`config.mk`:
```
export PLATFORM = sky130hd
export DESIGN_NAME = hires_video_shifter
export DESIGN_NICKNAME = d
export VERILOG_FILES = /design/src/rtl/hires_video_shifter.sv
export SDC_FILE = /design/constraint.sdc
export NUM_CORES = 1
export LEC_CHECK = 0
export ABC_AREA = 0
export CAP_MARGIN = 20
export CORE_ASPECT_RATIO = 0.9
export CORE_MARGIN = 2
export CORE_UTILIZATION = 25
export CTS_CLUSTER_SIZE = 20
export DETAILED_ROUTE_END_ITERATION = 8
export PLACE_DENSITY_LB_ADDON = 0.3
export SETUP_SLACK_MARGIN = 0.05
export SLEW_MARGIN = 20
export SYNTH_ARGS = -nofsm -noshare
export SYNTH_HDL_FRONTEND = slang
export SYNTH_SLANG_ARGS = --single-unit
```
`constraint.sdc`:
```
create_clock -name clock_14_i -period 4.43 [get_ports clock_14_i]
set_clock_uncertainty 0.1 [all_clocks]
set_input_delay 0.886 -clock clock_14_i [delete_from_list [all_inputs] [get_ports clock_14_i]]
set_output_delay 0.886 -clock clock_14_i [all_outputs]
set_load 0.1 [all_outputs]
```
`src/rtl/hires_video_shifter.sv`:
```
// Hi-res video shifter: serialises 7-dot video bytes at 14M, tracks visible bytes per line and flags frame start.
// Optional half-dot delay (data_i[7]) is compiled in with `define HIRES_HALF_DOT_DELAY_EN.
`timescale 1ns/1ps
module hires_video_shifter (
  input  logic       clock_14_i,
  input  logic       reset_i,
  input  logic       ld194_i,
  input  logic [7:0] data_i,
  input  logic       blank_i,
  input  logic       hbl_i,
  input  logic       vbl_i,
  output logic       video_o,
  output logic       blank_o,
  output logic [5:0] byte_count_o,
  output logic       frame_o
);

  logic [6:0] r_shift;
  logic       r_phase;
  logic       r_blank;
  logic       r_vbl_prev;
  logic       r_vbl_vld;
  logic       w_load;
  logic       w_dot;

  assign w_load = ~ld194_i;

`ifdef HIRES_HALF_DOT_DELAY_EN
  logic r_delay;
  logic r_nd;

  always_ff @(posedge clock_14_i or posedge reset_i) begin
    if (reset_i) begin
      r_delay <= 1'b0;
      r_nd    <= 1'b0;
    end else begin
      if (w_load) r_delay <= data_i[7];
      r_nd <= r_shift[0];
    end
  end

  // Delayed bytes take the dot one 14M cycle late from the nd stream.
  assign w_dot = r_delay ? r_nd : r_shift[0];
`else
  logic w_unused_delay_flag;
  assign w_unused_delay_flag = data_i[7];
  assign w_dot = r_shift[0];
`endif

  always_ff @(posedge clock_14_i or posedge reset_i) begin
    if (reset_i) begin
      r_shift <= 7'd0;
      r_phase <= 1'b0;
      r_blank <= 1'b1;
      video_o <= 1'b0;
      blank_o <= 1'b1;
    end else begin
      if (w_load) begin
        r_shift <= data_i[6:0];
        r_blank <= blank_i;
        r_phase <= 1'b0;
      end else begin
        r_phase <= ~r_phase;
        if (r_phase) r_shift <= {1'b0, r_shift[6:1]};
      end
      video_o <= r_blank ? 1'b0 : w_dot;
      blank_o <= r_blank;
    end
  end

  always_ff @(posedge clock_14_i or posedge reset_i) begin
    if (reset_i) begin
      byte_count_o <= 6'd0;
    end else if (w_load) begin
      if (hbl_i)
        byte_count_o <= 6'd0;
      else if (!blank_i && byte_count_o != 6'd63)
        byte_count_o <= byte_count_o + 6'd1;
    end
  end

  // r_vbl_vld suppresses a false edge when reset releases with vbl_i already high.
  always_ff @(posedge clock_14_i or posedge reset_i) begin
    if (reset_i) begin
      r_vbl_prev <= 1'b0;
      r_vbl_vld  <= 1'b0;
      frame_o    <= 1'b0;
    end else begin
      r_vbl_prev <= vbl_i;
      r_vbl_vld  <= 1'b1;
      frame_o    <= vbl_i & ~r_vbl_prev & r_vbl_vld;
    end
  end

endmodule

```
==> results of run 1 <==
[where the power goes]
part           leakage, nW  total (W)  switching [W]  internal [W]
combinational        0.242   0.000101      0.0000671     0.0000338
sequential           0.244   0.000212      0.0000131      0.000199
clock               0.0288   0.000138      0.0000585     0.0000790
[Yosys cell counts, types with 2 or more instances]
master,n
sky130_fd_sc_hd__dfrtp_1,18
sky130_fd_sc_hd__nor2_1,10
sky130_fd_sc_hd__a21oi_1,6
sky130_fd_sc_hd__mux2i_1,6
sky130_fd_sc_hd__inv_1,4
sky130_fd_sc_hd__nand2_1,4
sky130_fd_sc_hd__nor3_1,4
sky130_fd_sc_hd__clkbuf_1,3
sky130_fd_sc_hd__nand3_1,3
sky130_fd_sc_hd__a22o_1,2
sky130_fd_sc_hd__dfstp_2,2
sky130_fd_sc_hd__nor2b_1,2
sky130_fd_sc_hd__o21bai_1,2
sky130_fd_sc_hd__o22a_1,2
[worst max-delay path by stage]
stage,depth (start not counted),from,end,slack [ps]
5_1_grt,1,byte_count_o[5]$_DFFE_PP0P_,byte_count_o[5],1430
6_report,1,byte_count_o[5]$_DFFE_PP0P_,byte_count_o[5],1490
2_1_floorplan,4,byte_count_o[0]$_DFFE_PP0P_,byte_count_o[3]$_DFFE_PP0P_,2300
3_5_place_dp,4,ld194_i,byte_count_o[4]$_DFFE_PP0P_,1700
4_1_cts,1,byte_count_o[5]$_DFFE_PP0P_,byte_count_o[5],1480
3_3_place_gp,4,ld194_i,byte_count_o[4]$_DFFE_PP0P_,1740
[layout make-up]
class,count,area (sq um)
clock buffers,4,55.1
fillers,338,2220
inverters,4,15.0
multi-input cells,55,373
flip-flops and latches,20,503
well taps,44,55.1
repair buffers,21,210
[per-layer routing]
metal / part of all wire (%) / up-vias / track usage (%)
met2: 44 / 15 / 15.0
met1: 50 / 326 / 12.5
li1: - / 330 / -
met3: 6.1 / 2 / 4.75
met5: 0 / - / 0
met4: 0.54 / 0 / 1.75
[registers in the layout, indices dropped and copies added, names as in the netlist]
register	cells
r_vbl_vld	1
r_shift	7
byte_count_o	6
blank_o	1
r_blank	1
video_o	1
frame_o	1
r_vbl_prev	1
r_phase	1
[cells by family (layout without fill, tap and decap cells)]
logic type | after synthesis | count (layout) | synth area share [%]
AO/OA/AOI/OAI | 18 | 18 | 16.7
adder cells (fa/ha/maj) | 1 | 1 | 1.37
buffers and inverters | 9 | 29 | 3.98
flip-flops | 20 | 20 | 55.1
multiplexers | 7 | 7 | 7.82
other | 1 | 1 | 0.411
AND/OR/NAND/NOR | 28 | 28 | 14.5
[placed cells by master (no fill, tap or decap), types with 2 or more instances in the layout]
cell	synthesis	routed
sky130_fd_sc_hd__nand3_1	3	3
sky130_fd_sc_hd__mux2i_1	6	6
sky130_fd_sc_hd__a21oi_1	6	6
sky130_fd_sc_hd__dfrtp_1	18	18
sky130_fd_sc_hd__nand2_1	4	4
sky130_fd_sc_hd__a22o_1	2	2
sky130_fd_sc_hd__nor2b_1	2	2
sky130_fd_sc_hd__nor2_1	10	10
sky130_fd_sc_hd__clkdlybuf4s50_1	0	21
sky130_fd_sc_hd__nor3_1	4	4
sky130_fd_sc_hd__o21bai_1	2	2
sky130_fd_sc_hd__o22a_1	2	2
sky130_fd_sc_hd__inv_1	4	4
sky130_fd_sc_hd__clkbuf_8	0	4
sky130_fd_sc_hd__dfstp_2	2	2
[stage by stage]
stage	cells	util, %
final	148	35.3
after global routing	148	35.3
after CTS	148	35.3
after detailed placement	144	33.7
after global placement	144	33.7
after floorplan	84	-
==> metrics list, run 1 <==
* Worst skew pair latency: 250 ps
- Die extent in x: 67.7 um
- Initial Util: 26.6%
- Number of register bits inferred by synthesis: 20
- Worst hold stages: 0
* Largest fanout on the critical path: 7
- Sum of overflow across all layers after global routing: 0
- Clock-pin slew was measured on the worst setup and hold paths at 70 ps.
* Setup Buffers After CTS: 0
* Cell count after synthesis: 84
* Cell area after layout: 1210 sq um
- 0 antenna diodes ended up in the layout.
- After detailed placement, the total cell area comes to 1160 sq um.
- The final layout contains routed wiring with a total length of 1670 um.
- Summed over all failing endpoints, the final setup total negative slack is 0 ps.
- Hold-fix buffers, CTS: 0
- Summing every instance area after synthesis gives 912 sq um.
* Post-synthesis cell type with the largest combined area: sky130_fd_sc_hd__dfrtp_1
- The path class of the tightest hold or removal check is reg -> reg.
- Number of distinct library cells after synthesis: 30
* Top area cells in the synthesized netlist: sky130_fd_sc_hd__dfrtp_1 49%, sky130_fd_sc_hd__mux2i_1 6.6%, sky130_fd_sc_hd__dfstp_2 5.8%, sky130_fd_sc_hd__nor2_1 4.1%, sky130_fd_sc_hd__a21oi_1 3.3%
* Clock Tree Buf Depth: 2
- Power per cell area: 372 nW/um^2
- Worst hold endpoint: blank_o$_DFF_PP1_
- First-pass GRT wire length: 2960 um
- Sort of element at the end of the critical path: output port
- Clock sinks: 20
* Count of vias placed by the detailed router: 673
- Measured along the y axis, the die boundary spans 61.3 um.
- In the synthesized netlist the dominant register cell turns out to be sky130_fd_sc_hd__dfrtp_1.
* Root buffer cell: sky130_fd_sc_hd__clkbuf_8
- In the final layout, the share of cells above drive strength 1 is 9.62%.
- Power, Total: 0.000450 W
- For this design the top-level I/O count stands at 23.
- Critical path, cell by cell: clkdlybuf4s50_1
- The net count of the finished layout is 120.
* Asr flop ratio synth: 100%
- After floorplanning, the core was divided into 20 placement rows.
* Critical Path RT: 3440 ps
- The endpoint identified for the worst register-to-register timing path is byte_count_o[1]$_DFFE_PP0P_.
- Leakage: 0.515 nW
* Max IR drop VDD: 0.180 mV
- Clock tree synthesis inserted a total of 3 buffers.
- Via-to-Cell Ratio: 4.55
- Number of max-capacitance violations reported: 0
- For this run, the number of Yosys warnings is 0.
* First DRT Iteration DRCs: 17
- Once detail routing completed, the nets flagged for antenna violations numbered 0.
- The via count of the first global-routing pass came to 657.
- Area overhead of the layout relative to synthesis: 32.8%
* Largest net degree at the start of global routing: 27
* RSZ-0062 raised after global routing: false
- The worst hold path begins at r_blank$_DFFE_PP1N_.
* Number of optimization iterations in the first detailed-route pass: 3
* Routed wirelength normalized by instance count: 11.3 um
* Slew headroom: 34.7%
* Count of flip-flops with a built-in enable after synthesis: 0
* Standard cell with the maximum stage delay on the critical path: sky130_fd_sc_hd__clkdlybuf4s50_1
- Timing-limited maximum frequency: 341 MHz
* Number of buffers and inverters on the critical path: 1
* Critical path type: reg -> out
* Final setup slack of the worst path: 1490 ps
* Pre-CTS setup slack: 1700 ps
* Die Outline Area: 4150 sq um
* Cell depth of the worst flop-to-flop path: 4
- For this run, the slowest stage of the critical path takes 1190 ps.
* Hold slack final: 276 ps
- Placer Congestion: 0.740
- STA puts the critical path data arrival time at 1950 ps.
* Port Buf Inserts: 21
* Kind of cell adding the most delay to the critical path: buffers and inverters
- Core area: 3430 sq um
- Setup slack on the worst reg-to-reg path comes out at 2840 ps.
- Top-area cell type share of the netlist area: 49.4%
- The number of nets in the synthesized netlist is 99.
- Fin crit share: 66.3%
- The number of antenna violations at the first check in global routing came to 0.
- For this run, design rule violations remaining after detail routing come to 0.
- At the pin with the least slew margin, the transition time is 976 ps.
- Startpoint of the worst register-to-register path: byte_count_o[0]$_DFFE_PP0P_
- TritonCTS built the clock tree.
- The HPWL after detailed placement is 1180 um.
- Result of the run: finished clean
* Count of endpoints failing setup in the final report: 0
* Share of synthesized area occupied by flip-flops and latches: 55.1%
- Global routing used 9.69% of the available tracks.
* Number of gates resized after CTS: 0
- The number of hold-slack violations in the final timing report is 0.
- The worst path needs 2940 ps of the cycle, external delays included.
- Startpoint type of the worst setup path: flip-flop
- Dividing the synthesized area by the synthesized cell count gives 10.9 sq um.
- Number of levels in the clock H-tree: 1
* Final number of max-transition violations: 0
Note: power is estimated with default switching activity, not from simulation.
==> run 2, diff against run 1 <==
==> constraint.sdc (replaced) <==
create_clock -name clock_14_i -period 2.4 [get_ports clock_14_i]
set_clock_uncertainty 0.1 [all_clocks]
set_input_delay 0.48 -clock clock_14_i [delete_from_list [all_inputs] [get_ports clock_14_i]]
set_output_delay 0.48 -clock clock_14_i [all_outputs]
set_load 0.1 [all_outputs]
==> metrics list, run 2 (same netlist as run 1, synthesis figures left out) <==
- The run finished with clean final reports.
- First DRT Iteration DRCs: 12 (-5)
- The count of unresolved DRC violations after routing is 0 (unchanged).
* Sum Neg Setup Slack: 0 ps (unchanged)
* Largest fanout on the critical path: 7 (unchanged)
- Number of top-level pins: 23 (unchanged)
- Die height: 61.3 um (unchanged)
* Total global routing track utilization: 9.47% (-0.23 points)
- Number of levels in the clock H-tree: 1 (unchanged)
- The number of antenna violations at the first check in global routing is 0 (unchanged).
- Count of endpoints failing setup in the final report: 0 (unchanged)
- The number of post-CTS setup repair buffers came to 0 (unchanged).
* Commonest cells after routing, fill and taps aside: 18 x sky130_fd_sc_hd__dfrtp_1, 12 x sky130_fd_sc_hd__clkdlybuf4s50_1, 11 x sky130_fd_sc_hd__buf_4
- Setup repair after global routing left no endpoint under its margin.
- Final number of max-transition violations: 0 (unchanged)
* Critical path type: reg -> out
* Port Buf Inserts: 21 (unchanged)
* Vias in the first global route: 687 (+4.6%)
- The arrival time at the worst endpoint is 1120 ps (-830 ps).
- Clock sinks: 20 (unchanged)
- The count of nets left with antenna violations after detail routing came to 0 (unchanged).
* Kind of cell adding the most delay to the critical path: flip-flops
- Leaving out fill and tap cells, the most frequent cell in the layout is sky130_fd_sc_hd__dfrtp_1.
- The cell sitting at the root of the clock tree is a sky130_fd_sc_hd__clkbuf_8.
- Number of max-capacitance violations reported: 0 (unchanged)
- Startpoint type of the worst setup path: flip-flop
- Worst skew pair latency: 250 ps (about the same)
- The post-cts hold buffer count came to 0 (unchanged).
* Core area: 3430 sq um (unchanged)
- The count of nets after finishing came to 122 (+1.7%).
* Antenna fix cells: 0 (unchanged)
* First-pass GRT wire length: 2930 um (-1.2%)
- Cell Area, Placed: 1150 sq um (-0.65%)
* Sum of overflow across all layers after global routing: 0 (unchanged)
- Initial Util: 26.6% (unchanged)
* Number of optimization iterations in the first detailed-route pass: 4 (+1)
- Leakage: 0.547 nW (+6.2%)
* Number of gates resized after CTS: 0 (unchanged)
- CTS tree: done
* Number of buffers and inverters on the critical path: 1 (unchanged)
- Number of CTS-inserted buffers: 3 (unchanged)
- Sort of element at the end of the critical path: output port
- The number of hold-slack violations in the final timing report was 0 (unchanged).
* Max IR drop VDD: 0.651 mV (+260%)
- In the finished design, the share of the clock period the worst path needs comes to 70.8%.
* Clock slew at reported path FFs: 70 ps (about the same)
- In this run the worst hold path is classified as reg -> reg.
* Timing-limited maximum frequency: 589 MHz
* Placer Congestion: 0.744 (+0.45%)
- Critical path, cell by cell: buf_4
* Via-to-Cell Ratio: 4.59 (+0.87%)
- Count of vias placed by the detailed router: 688 (+2.2%)
- The largest net degree at the start of global routing was 21 (-22%).
- The total routed wirelength came to 1770 um (+6.0%).
- Die Outline Area: 4150 sq um (unchanged)
* Critical Path RT: 1820 ps (-1620 ps)
- The largest registers in the layout are r_shift x7, byte_count_o x6.
* Power per cell area: 744 nW/um^2 (+100%)
- The share of post-route cells with drive strength above 1 came to 19.8% (+10 points).
- Standard cell with the maximum stage delay on the critical path: sky130_fd_sc_hd__dfrtp_1
* Count of standard-cell rows: 20 (unchanged)
* Largest register by flop count: r_shift
- Power, Total: 0.000908 W (+100%)
- Max reg flops: 7 (unchanged)
- Routed wirelength normalized by instance count: 11.8 um (+4.6%)
- The die width is 67.7 um (unchanged).
* Cell area after layout: 1220 sq um (+0.72%)
- Counting I/O delays and the setup requirement, the final critical path takes 1700 ps.
* Area overhead of the layout relative to synthesis: 33.7%
- The delay contributed by the slowest stage of the critical path was 510 ps (-680 ps).
- Half-perimeter wire length after detailed placement: 1270 um (+8.0%)
- The maximum clock insertion buffer count is 2 (unchanged).
[run 2: cell count changes in the layout (fill, tap and decap cells not counted)]
cell,before,now
sky130_fd_sc_hd__buf_4,0,11
sky130_fd_sc_hd__clkdlybuf4s50_1,21,12
sky130_fd_sc_hd__bufinv_16,0,1
sky130_fd_sc_hd__clkbuf_8,4,3
[run 2: per-layer routing]
layer / vias up / track usage [%] / wire length, um
met2: 17 / 16.7 / 867
met4: 0 / 0.875 / 9
li1: 339 / - / -
met1: 330 / 11.4 / 794
met3: 2 / 3.84 / 96
met5: - / 0 / 0
[run 2: cell type report]
class,instances,area [sq um]
Sequential cell,20,503
Clock buffer,3,41.3
Inverter,4,15.0
Timing Repair Buffer,23,203
Clock inverter,1,30.0
Fill cell,337,2210
Multi-Input combinational cell,55,373
Tap cell,44,55.1
[run 2: per-stage QoR]
stage	setup WS, ps	util, %	instances	hold WS, ps
6_report	701	35.6	150	276
5_1_grt	660	35.6	150	287
4_1_cts	690	35.6	150	277
3_5_place_dp	446	33.5	146	266
3_3_place_gp	466	33.5	146	265
2_1_floorplan	269	-	84	259
[run 2: final timing paths]
kind                                              from                     endpoint  slack [ps]  cells after the start
min in group asynchronous                      reset_i            frame_o$_DFF_PP0_         450                      3
hold reg to reg                    r_blank$_DFFE_PP1N_            blank_o$_DFF_PP1_         280                      0
max in group asynchronous                      reset_i          r_blank$_DFFE_PP1N_        1490                      3
hold / removal                     r_blank$_DFFE_PP1N_            blank_o$_DFF_PP1_         280                      0
setup / recovery           byte_count_o[5]$_DFFE_PP0P_              byte_count_o[5]         700                      1
setup reg to reg           byte_count_o[0]$_DFFE_PP0P_  byte_count_o[1]$_DFFE_PP0P_         780                      4
[run 2: report_power, final]
| part | leakage, nW | switching [W] | internal (W) |
|---|---|---|---|
| registers | 0.244 | 0.0000246 | 0.000367 |
| logic | 0.267 | 0.000125 | 0.0000608 |
| clock network | 0.0357 | 0.000108 | 0.000222 |
| total | 0.547 | 0.000258 | 0.000650 |
[run 2: worst reg2reg max path, cell delays in order, from the launching register on]
cell                       delay [ps]
sky130_fd_sc_hd__dfrtp_1          440
sky130_fd_sc_hd__ha_1             290
sky130_fd_sc_hd__a31oi_2          330
sky130_fd_sc_hd__o21bai_1         130
sky130_fd_sc_hd__a32o_1           220
